===== config.mk =====
export PLATFORM = sky130hd
export DESIGN_NAME = button_event_reader
export DESIGN_NICKNAME = d
export VERILOG_FILES = /design/src/rtl/button_event_reader.sv
export SDC_FILE = /design/constraint.sdc
export NUM_CORES = 1
export LEC_CHECK = 0
export CORE_MARGIN = 1
export CORE_UTILIZATION = 45
export CTS_CLUSTER_DIAMETER = 100
export DETAILED_ROUTE_END_ITERATION = 10
export MAX_ROUTING_LAYER = met4
export RECOVER_POWER = 25
export SLEW_MARGIN = 5
export SYNTH_ARGS = -nofsm -noshare
export SYNTH_HDL_FRONTEND = slang
export SYNTH_SLANG_ARGS = --single-unit
export TNS_END_PERCENT = 5

===== constraint.sdc =====
create_clock -name clk -period 4 [get_ports clk]
set_clock_uncertainty 0.15 [all_clocks]
set_input_delay 0.8 -clock clk [delete_from_list [all_inputs] [get_ports clk]]
set_output_delay 0.8 -clock clk [all_outputs]
set_load 0.005 [all_outputs]

===== src/rtl/button_event_reader.sv =====
// Button front end for the Simon Says game: synchronises and debounces the
// four push-buttons, then turns each clean press into exactly one event
// delivered over a valid/ready handshake. Simultaneous presses are reported
// as a one-cycle error pulse instead of an event.
module button_event_reader #(
    parameter int DEBOUNCE_MS = 20,
    parameter int MS_CNT_W    = 16
) (
    input  logic                clk,
    input  logic                rst,
    input  logic [MS_CNT_W-1:0] ticks_per_milli,
    input  logic [3:0]          btn_raw,
    output logic [3:0]          btn_level,
    output logic                evt_valid,
    input  logic                evt_ready,
    output logic [1:0]          evt_code,
    output logic                err_multi
);

    localparam int DC_W = $clog2(DEBOUNCE_MS + 1);

    typedef enum logic [1:0] {
        ST_IDLE    = 2'd0,
        ST_PEND    = 2'd1,
        ST_RELEASE = 2'd2
    } state_t;

    // True when exactly one bit of v is set.
    function automatic logic onehot4(input logic [3:0] v);
        return (v != 4'b0000) && ((v & (v - 4'd1)) == 4'b0000);
    endfunction

    // Index of the single set bit of a one-hot vector.
    function automatic logic [1:0] enc4(input logic [3:0] v);
        logic [1:0] r;
        case (v)
            4'b0010: r = 2'd1;
            4'b0100: r = 2'd2;
            4'b1000: r = 2'd3;
            default: r = 2'd0;
        endcase
        return r;
    endfunction

    logic [3:0]          sync1_q, sync1_d;
    logic [3:0]          sync2_q, sync2_d;
    logic [MS_CNT_W-1:0] ms_cnt_q, ms_cnt_d;
    logic [MS_CNT_W-1:0] ms_top_s;
    logic                ms_tick_s;
    logic [DC_W-1:0]     dc_q [4];
    logic [DC_W-1:0]     dc_d [4];
    logic [3:0]          level_q, level_d;
    logic [3:0]          level_prev_q, level_prev_d;
    logic [3:0]          rise_s;
    state_t              state_q, state_d;
    logic                evt_valid_q, evt_valid_d;
    logic [1:0]          evt_code_q, evt_code_d;
    logic                err_multi_q, err_multi_d;

    // Two-flop synchroniser and millisecond prescaler; a zero period is treated as one cycle.
    always_comb begin
        sync1_d   = btn_raw;
        sync2_d   = sync1_q;
        ms_top_s  = (ticks_per_milli == {MS_CNT_W{1'b0}}) ? {MS_CNT_W{1'b0}}
                                                          : ticks_per_milli - MS_CNT_W'(1);
        ms_tick_s = (ms_cnt_q >= ms_top_s);
        if (ms_tick_s) begin
            ms_cnt_d = {MS_CNT_W{1'b0}};
        end else begin
            ms_cnt_d = ms_cnt_q + MS_CNT_W'(1);
        end
    end

    // Per-button debounce: a new level is accepted only after DEBOUNCE_MS ticks without a bounce.
    always_comb begin
        level_d      = level_q;
        level_prev_d = level_q;
        for (int i = 0; i < 4; i++) begin
            dc_d[i] = dc_q[i];
            if (sync2_q[i] == level_q[i]) begin
                dc_d[i] = {DC_W{1'b0}};
            end else if (ms_tick_s) begin
                if ((dc_q[i] + DC_W'(1)) == DC_W'(DEBOUNCE_MS)) begin
                    level_d[i] = sync2_q[i];
                    dc_d[i]    = {DC_W{1'b0}};
                end else begin
                    dc_d[i] = dc_q[i] + DC_W'(1);
                end
            end else begin
                dc_d[i] = dc_q[i];
            end
        end
    end

    assign rise_s = level_q & ~level_prev_q;

    // Arbitration next state: accept a lone press, reject overlapping ones, then wait for release.
    always_comb begin
        state_d = state_q;
        case (state_q)
            ST_IDLE: begin
                if (rise_s != 4'b0000) begin
                    if (onehot4(rise_s) && ((level_q & ~rise_s) == 4'b0000)) begin
                        state_d = ST_PEND;
                    end else begin
                        state_d = ST_RELEASE;
                    end
                end else begin
                    state_d = ST_IDLE;
                end
            end
            ST_PEND: begin
                if (evt_valid_q && evt_ready) begin
                    state_d = ST_RELEASE;
                end else begin
                    state_d = ST_PEND;
                end
            end
            ST_RELEASE: begin
                if (level_q == 4'b0000) begin
                    state_d = ST_IDLE;
                end else begin
                    state_d = ST_RELEASE;
                end
            end
            default: state_d = ST_IDLE;
        endcase
    end

    // Registered outputs derived from the transition being taken.
    always_comb begin
        evt_valid_d = (state_d == ST_PEND);
        err_multi_d = (state_q == ST_IDLE) && (rise_s != 4'b0000) && (state_d == ST_RELEASE);
        if ((state_q == ST_IDLE) && (state_d == ST_PEND)) begin
            evt_code_d = enc4(rise_s);
        end else begin
            evt_code_d = evt_code_q;
        end
    end

    // State, output and datapath registers with asynchronous clear.
    always_ff @(posedge clk or negedge rst) begin
        if (!rst) begin
            sync1_q      <= 4'b0000;
            sync2_q      <= 4'b0000;
            ms_cnt_q     <= {MS_CNT_W{1'b0}};
            level_q      <= 4'b0000;
            level_prev_q <= 4'b0000;
            state_q      <= ST_IDLE;
            evt_valid_q  <= 1'b0;
            evt_code_q   <= 2'd0;
            err_multi_q  <= 1'b0;
            for (int i = 0; i < 4; i++) begin
                dc_q[i] <= {DC_W{1'b0}};
            end
        end else begin
            sync1_q      <= sync1_d;
            sync2_q      <= sync2_d;
            ms_cnt_q     <= ms_cnt_d;
            level_q      <= level_d;
            level_prev_q <= level_prev_d;
            state_q      <= state_d;
            evt_valid_q  <= evt_valid_d;
            evt_code_q   <= evt_code_d;
            err_multi_q  <= err_multi_d;
            for (int i = 0; i < 4; i++) begin
                dc_q[i] <= dc_d[i];
            end
        end
    end

    assign btn_level = level_q;
    assign evt_valid = evt_valid_q;
    assign evt_code  = evt_code_q;
    assign err_multi = err_multi_q;

endmodule


==> results.cfg, run 1 <==
[cells_and_area]
layout_common_cells = dfrtp_1 (58), nor2_1 (46), nand2_1 (41), buf_4 (38)
utilization = 0.621
instances_no_fill = 539
final_common_cell = dfrtp_1
num_antenna_cells = 0
fin_nets = 483
drive_above_1_share = 0.216
syn_to_final_growth_pct = 32.5
design_area_um2 = 4530
fillers = 646

[floorplanning]
dieWidth_um = 89.2
die_area_um2 = 7950
start_util = 0.469
row_count = 31
core_area_um2 = 7290
die_y_um = 89.2
pin_count = 31

[place]
placed_cell_area_um2 = 4130
dp_cells = 517
dpl_worst_slack_ps = -1170
place_congestion = 0.754
portBuffers = 30
dp_hpwl_um = 5030

[min_path]
holdCritPathClass = flip-flop to flip-flop
whs_path_depth = 0
min_from = sync1_q[0]$_DFF_PN0_
hold_end = sync2_q[0]$_DFF_PN0_

[global_routing]
grt.overflow.total = 0
grt_usage = 0.209
grt_pass1_wl_um = 12400
grt_start_max_net_pins = 49
grt_pass1_vias = 2832
antenna_found_initial = 0

[route]
routedWlPerCell_um = 13.1
wirelength_um = 7090
vias_per_cell = 5.19
first_pass_iters = 4
vias = 2797
first_iter_violations = 92
antenna_left = 0
drc = 0

[yosys]
yosysTopAreaCell = dfrtp_1
synth_area_um2 = 3420
netlist_instances = 356
yosys_warnings = 0
synth_edf_count = 0
syn_avg_cell_area_um2 = 9.61
ys_ff_latch = 58
syn_nets = 403
netlist.area_leader.share = 0.424
synthArstFlopShare = 1.00
yosysSeqAreaShare = 0.424
synth_top_cells_by_area = dfrtp_1 (42%), ha_1 (8.8%), xor2_1 (5.4%)
yosysUniqueCellTypes = 45
ys.flop_type = dfrtp_1

[sta]
period_share = 1.08
finalCriticalPeriod_ps = 4300
setup_viol = 39
rsz0062_at_grt = true
final.setup.worst_slack_ps = -300
fin_hold_ws_ps = 198
worst_pin_slew_ps = 2500
hold_viol = 0
final_max_slew_viol_count = 49
max_freq_mhz = 233
slew_headroom = -0.663

[clock_tree]
root_buffer = clkbuf_8
clock_latency_ps = 330
ctsLongestPathBuffers = 2
cts-buffers-inserted = 9
clock_sinks = 58
cts-htree-levels = 3
ctsHoldBuffers = 0
path_clk_slew_ps = 60
cts_tree = built

[critical_path]
cp_slowest_cell = or4_4
critPathCaptureType = flip-flop
cpPeakStageDelay_ps = 550
worst_setup_path_start_kind = input pin
rr_worst_depth = 9
worst_ep_arrival_time_ps = 4350
critPathKind = input pin to flip-flop
crit_fanout = 7
r2r_start = ms_cnt_q[13]$_DFF_PN0_
crit_chain = buf_6 > or4_4 > or3_4 > or4_4 > or3_4 > and2_4 > ha_4 > nand2b_4 > a2111oi_4 > or4_4 > nand3_4 > buf_6 > buf_6 > mux2i_1 > nor2_1
required_ps = 4050
r2r_end = dc_q[5]$_DFFE_PN0P_
ff2ff_setup_slack_ps = 1570

[power]
switching_share = 0.258
power_frac_comb = 0.160
p_per_area_nw_per_um2 = 323
internal_power_mw = 1.09
switchingPower_mw = 0.377
p_leak_nw = 2.13
pwr-share-clk = 0.380
irDropWorstVdd_v = 0.000173
p_seq_frac = 0.461

[run_status]
failed_checks = capacitance limit, slew limit, setup timing
outcome = finished with violations

[run]
drv_cap = 1
## registers in the layout, summed over array words and instances (netlist names), 2 cells and up
signal	cells
btn_level	4
dc_q	20
evt_code	2
level_prev_q	4
ms_cnt_q	16
state_q	2
sync1_q	4
sync2_q	4
## logic make-up after synthesis
family	share of synthesized area
buffers and inverters	0.0212
and+or+nand+nor	0.225
adders and majority gates	0.0878
muxes	0.0611
xor gates and xnor gates	0.0947
DFF	0.424
AOI/OAI and AO/OA	0.0863
## layout make-up
| type | count | area (um2) | share of cell area |
|---|---|---|---|
| clock buffer | 13 | 169 | 0.0373 |
| sequential | 58 | 1450 | 0.320 |
| inverter | 8 | 30.0 | 0.00663 |
| tap | 99 | 124 | 0.0273 |
| timing repair buffer | 76 | 667 | 0.147 |
| clock inverter | 2 | 35.0 | 0.00773 |
| multi-input combinational | 283 | 2060 | 0.454 |
## critical path, delay by kind of cell
family                   cells  cell delay, ps
buffers and inverters        3             300
multiplexers                 1             190
AND/OR/NAND/NOR              9            2740
adder cells (fa/ha/maj)      1             240
AO/OA/AOI/OAI                1              60
## synth_stat cells (2+ instances only)
cell type / n
a31o_2: 3
o32ai_1: 3
a41oi_1: 3
a21oi_1: 13
or4_1: 2
a2bb2oi_1: 2
mux2i_1: 13
nand3_1: 8
nor3_1: 14
nor3b_1: 2
nand4_1: 6
inv_1: 8
o21ai_0: 7
nor4_1: 3
ha_1: 24
or3_4: 2
mux2_2: 7
xnor2_1: 16
a211oi_1: 2
nor2b_1: 6
nand2b_1: 8
and3_1: 5
nor2_1: 46
nand2_1: 42
a32o_1: 2
or3_1: 2
and4_1: 4
and2_1: 2
xor2_1: 21
clkbuf_1: 7
dfrtp_1: 58
a31oi_1: 2
## worst max path at each step
stage / startpoint / endpoint / cells after the start
3_3_place_gp: ticks_per_milli[9] / dc_q[6]$_DFFE_PN0P_ / 15
6_report: ticks_per_milli[7] / dc_q[5]$_DFFE_PN0P_ / 15
5_1_grt: ticks_per_milli[7] / dc_q[6]$_DFFE_PN0P_ / 15
2_1_floorplan: ticks_per_milli[9] / dc_q[12]$_DFFE_PN0P_ / 14
3_5_place_dp: ticks_per_milli[9] / dc_q[5]$_DFFE_PN0P_ / 16
4_1_cts: ticks_per_milli[6] / dc_q[5]$_DFFE_PN0P_ / 16
## metrics by stage
step | power (mW) | TNS [ps]
floorplan | 0.787 | -14250
global placement | 0.885 | -35910
detailed placement | 0.891 | -39240
CTS | 1.47 | -10560
global route | 1.55 | -10250
finish | 1.46 | -6060
## routing by layer
layer	share of wire	wire (um)	GRT usage
met1	0.45	3210	0.242
met4	0.014	99	0.0678
met2	0.51	3590	0.364
met3	0.026	185	0.0443
met5	0	0	-
## repair_timing
action / 4_1_cts / 5_1_grt
cloned: 2 / 0
endpoints found under the hold margin: 0 / 0
setup endpoints to repair: 40 / 40
pin swaps: 12 / 9
buffers inserted: 4 / 1
gates resized for setup: 36 / 6
## power by group through the flow
stage | Clock [mW] | Sequential (mW) | Combinational (mW)
after global routing | 0.604 | 0.682 | 0.267
after detailed placement | 0 | 0.683 | 0.208
after CTS | 0.569 | 0.672 | 0.227
final | 0.556 | 0.674 | 0.234
after floorplan | 0 | 0.668 | 0.119
after global placement | 0 | 0.681 | 0.204
No activity file was read; power rests on OpenSTA's default activity.
==> inputs of run 2 (changes only) <==
Settings changed: CORE_ASPECT_RATIO set to 0.9.
==> run 2 against run 1 <==
Net effect: the run still ends with capacitance limit, slew limit, setup timing left; worst setup slack worse by 46 ps; wire length increased by 1.9%; fmax decreased by 1.1%.
==> results.cfg, run 2 (synthesis results as in run 1) <==
[run_status]
outcome = finished with violations
failed_checks = capacitance limit, slew limit, setup timing

[global_routing]
grt.overflow.total = 0
antenna_found_initial = 0
grt_pass1_vias = 2577
grt_start_max_net_pins = 44
grt_usage = 0.198
grt_pass1_wl_um = 11800

[min_path]
whs_path_depth = 0
holdCritPathClass = flip-flop to flip-flop

[route]
first_pass_iters = 5
antenna_left = 0
wirelength_um = 7220
routedWlPerCell_um = 13.6
vias_per_cell = 5.20
drc = 0
vias = 2752
first_iter_violations = 115

[sta]
rsz0062_at_grt = true
finalCriticalPeriod_ps = 4350
period_share = 1.09
worst_pin_slew_ps = 2310
fin_tns_setup_ps = -9400
max_freq_mhz = 230
final_max_slew_viol_count = 44
fin_hold_ws_ps = 199
hold_viol = 0
slew_headroom = -0.542
setup_viol = 40
final.setup.worst_slack_ps = -347

[place]
place_congestion = 0.792
portBuffers = 30
dp_hpwl_um = 4960

[cells_and_area]
largest_register = dc_q
syn_to_final_growth_pct = 34.1
regArea_um2 = 1450
largestRegisters = dc_q: 20 flops, ms_cnt_q: 16 flops
fillers = 598
largest_reg_flops = 20
drive_above_1_share = 0.245
fin_nets = 479
multi_input_area_um2 = 2080
final_common_cell = dfrtp_1
num_antenna_cells = 0
layout_common_cells = dfrtp_1 (58), nor2_1 (39), nand2_1 (37), buf_4 (31)

[clock_tree]
root_buffer = clkbuf_8
clock_sinks = 58
cts-buffers-inserted = 9
path_clk_slew_ps = 60
ctsHoldBuffers = 0
clock_latency_ps = 330
cts-htree-levels = 3
cts_tree = built
ctsLongestPathBuffers = 2

[critical_path]
required_ps = 4040
rr_worst_depth = 9
crit_fanout = 7
ff2ff_setup_slack_ps = 1560
critPathKind = input pin to flip-flop
worst_setup_path_start_kind = input pin
worst_ep_arrival_time_ps = 4390
critPathCaptureType = flip-flop

[floorplanning]
pin_count = 31
core_area_um2 = 7180
die_y_um = 84.7
row_count = 29
die_area_um2 = 7960
dieWidth_um = 93.9
start_util = 0.476

[power]
irDropWorstVdd_v = 0.000247
p_leak_nw = 2.10
p_per_area_nw_per_um2 = 315

[run]
drv_cap = 1
## run 2: report_power, final
group / switching (mW) / internal (mW) / leakage (nW)
clock: 0.229 / 0.299 / 0.0941
combinational: 0.108 / 0.133 / 1.22
sequential: 0.0528 / 0.623 / 0.781
## run 2: layer usage
layer  routed length [um]  global-route usage  vias to the layer above
met5                    0                   -                        -
met4                   72              0.0629                        0
met3                  145              0.0408                        7
met2                 3290               0.283                       23
met1                 3710               0.278                     1320
li1                     -                   -                     1402
## run 2: critical path, stage by stage
cell and delay, ps:
buf_6 90, or4_4 530, or3_4 340, or4_4 490, or3_4 370, buf_6 150, or2b_1 180, ha_4 210
a2111oi_4 330, or4_4 190, nand3_4 140, buf_12 170, buf_16 130, a41oi_2 180, o32ai_2 100
## run 2: area by class of cell
class                      count  share of cell area
timing repair buffer          74               0.157
clock inverter                 5              0.0120
clock buffer                  10              0.0300
sequential                    58               0.317
inverter                       8             0.00655
tap                           93              0.0254
multi-input combinational    281               0.453
## run 2: through the flow
stage	std cells	power, mW	utilization	area, um2	setup WS [ps]
global route	529	1.52	0.638	4590	-456
floorplan	356	0.787	-	3460	-441
finish	529	1.44	0.638	4590	-347
CTS	527	1.44	0.623	4480	-425
global placement	508	0.881	0.572	4110	-1010
detailed placement	508	0.888	0.572	4110	-1100
## run 2: final timing paths
check                                           end                   from
max                             dc_q[9]$_DFFE_PN0P_     ticks_per_milli[6]
min                            sync2_q[0]$_DFF_PN0_   sync1_q[0]$_DFF_PN0_
max reg2reg                btn_level[1]$_DFFE_PN0P_  ms_cnt_q[0]$_DFF_PN0_
min reg2reg                    sync2_q[0]$_DFF_PN0_   sync1_q[0]$_DFF_PN0_
max in group asynchronous      sync1_q[3]$_DFF_PN0_                    rst
min in group asynchronous   evt_code[1]$_DFFE_PN0P_                    rst
## run 2: repair_timing
| action | 4_1_cts | 5_1_grt |
|---|---|---|
| pin swaps | 21 | 9 |
| setup buffers | 2 | 2 |
| resized for setup | 41 | 21 |
| gates cloned | 2 | 0 |
| setup endpoints to repair | 40 | 40 |
==> inputs of run 3 (changes only) <==
==> constraint.sdc (replaced) <==
create_clock -name clk -period 4 [get_ports clk]
set_clock_uncertainty 0.15 [all_clocks]
set_input_delay 0.8 -clock clk [delete_from_list [all_inputs] [get_ports clk]]
set_output_delay 0.8 -clock clk [all_outputs]
set_load 0.1 [all_outputs]
==> results of run 3 <==
Same layout as run 2 (identical final DEF). Status: finished with violations: capacitance limit, slew limit, setup timing.
Main changes from that run: total power 1.44 mW -> 1.45 mW
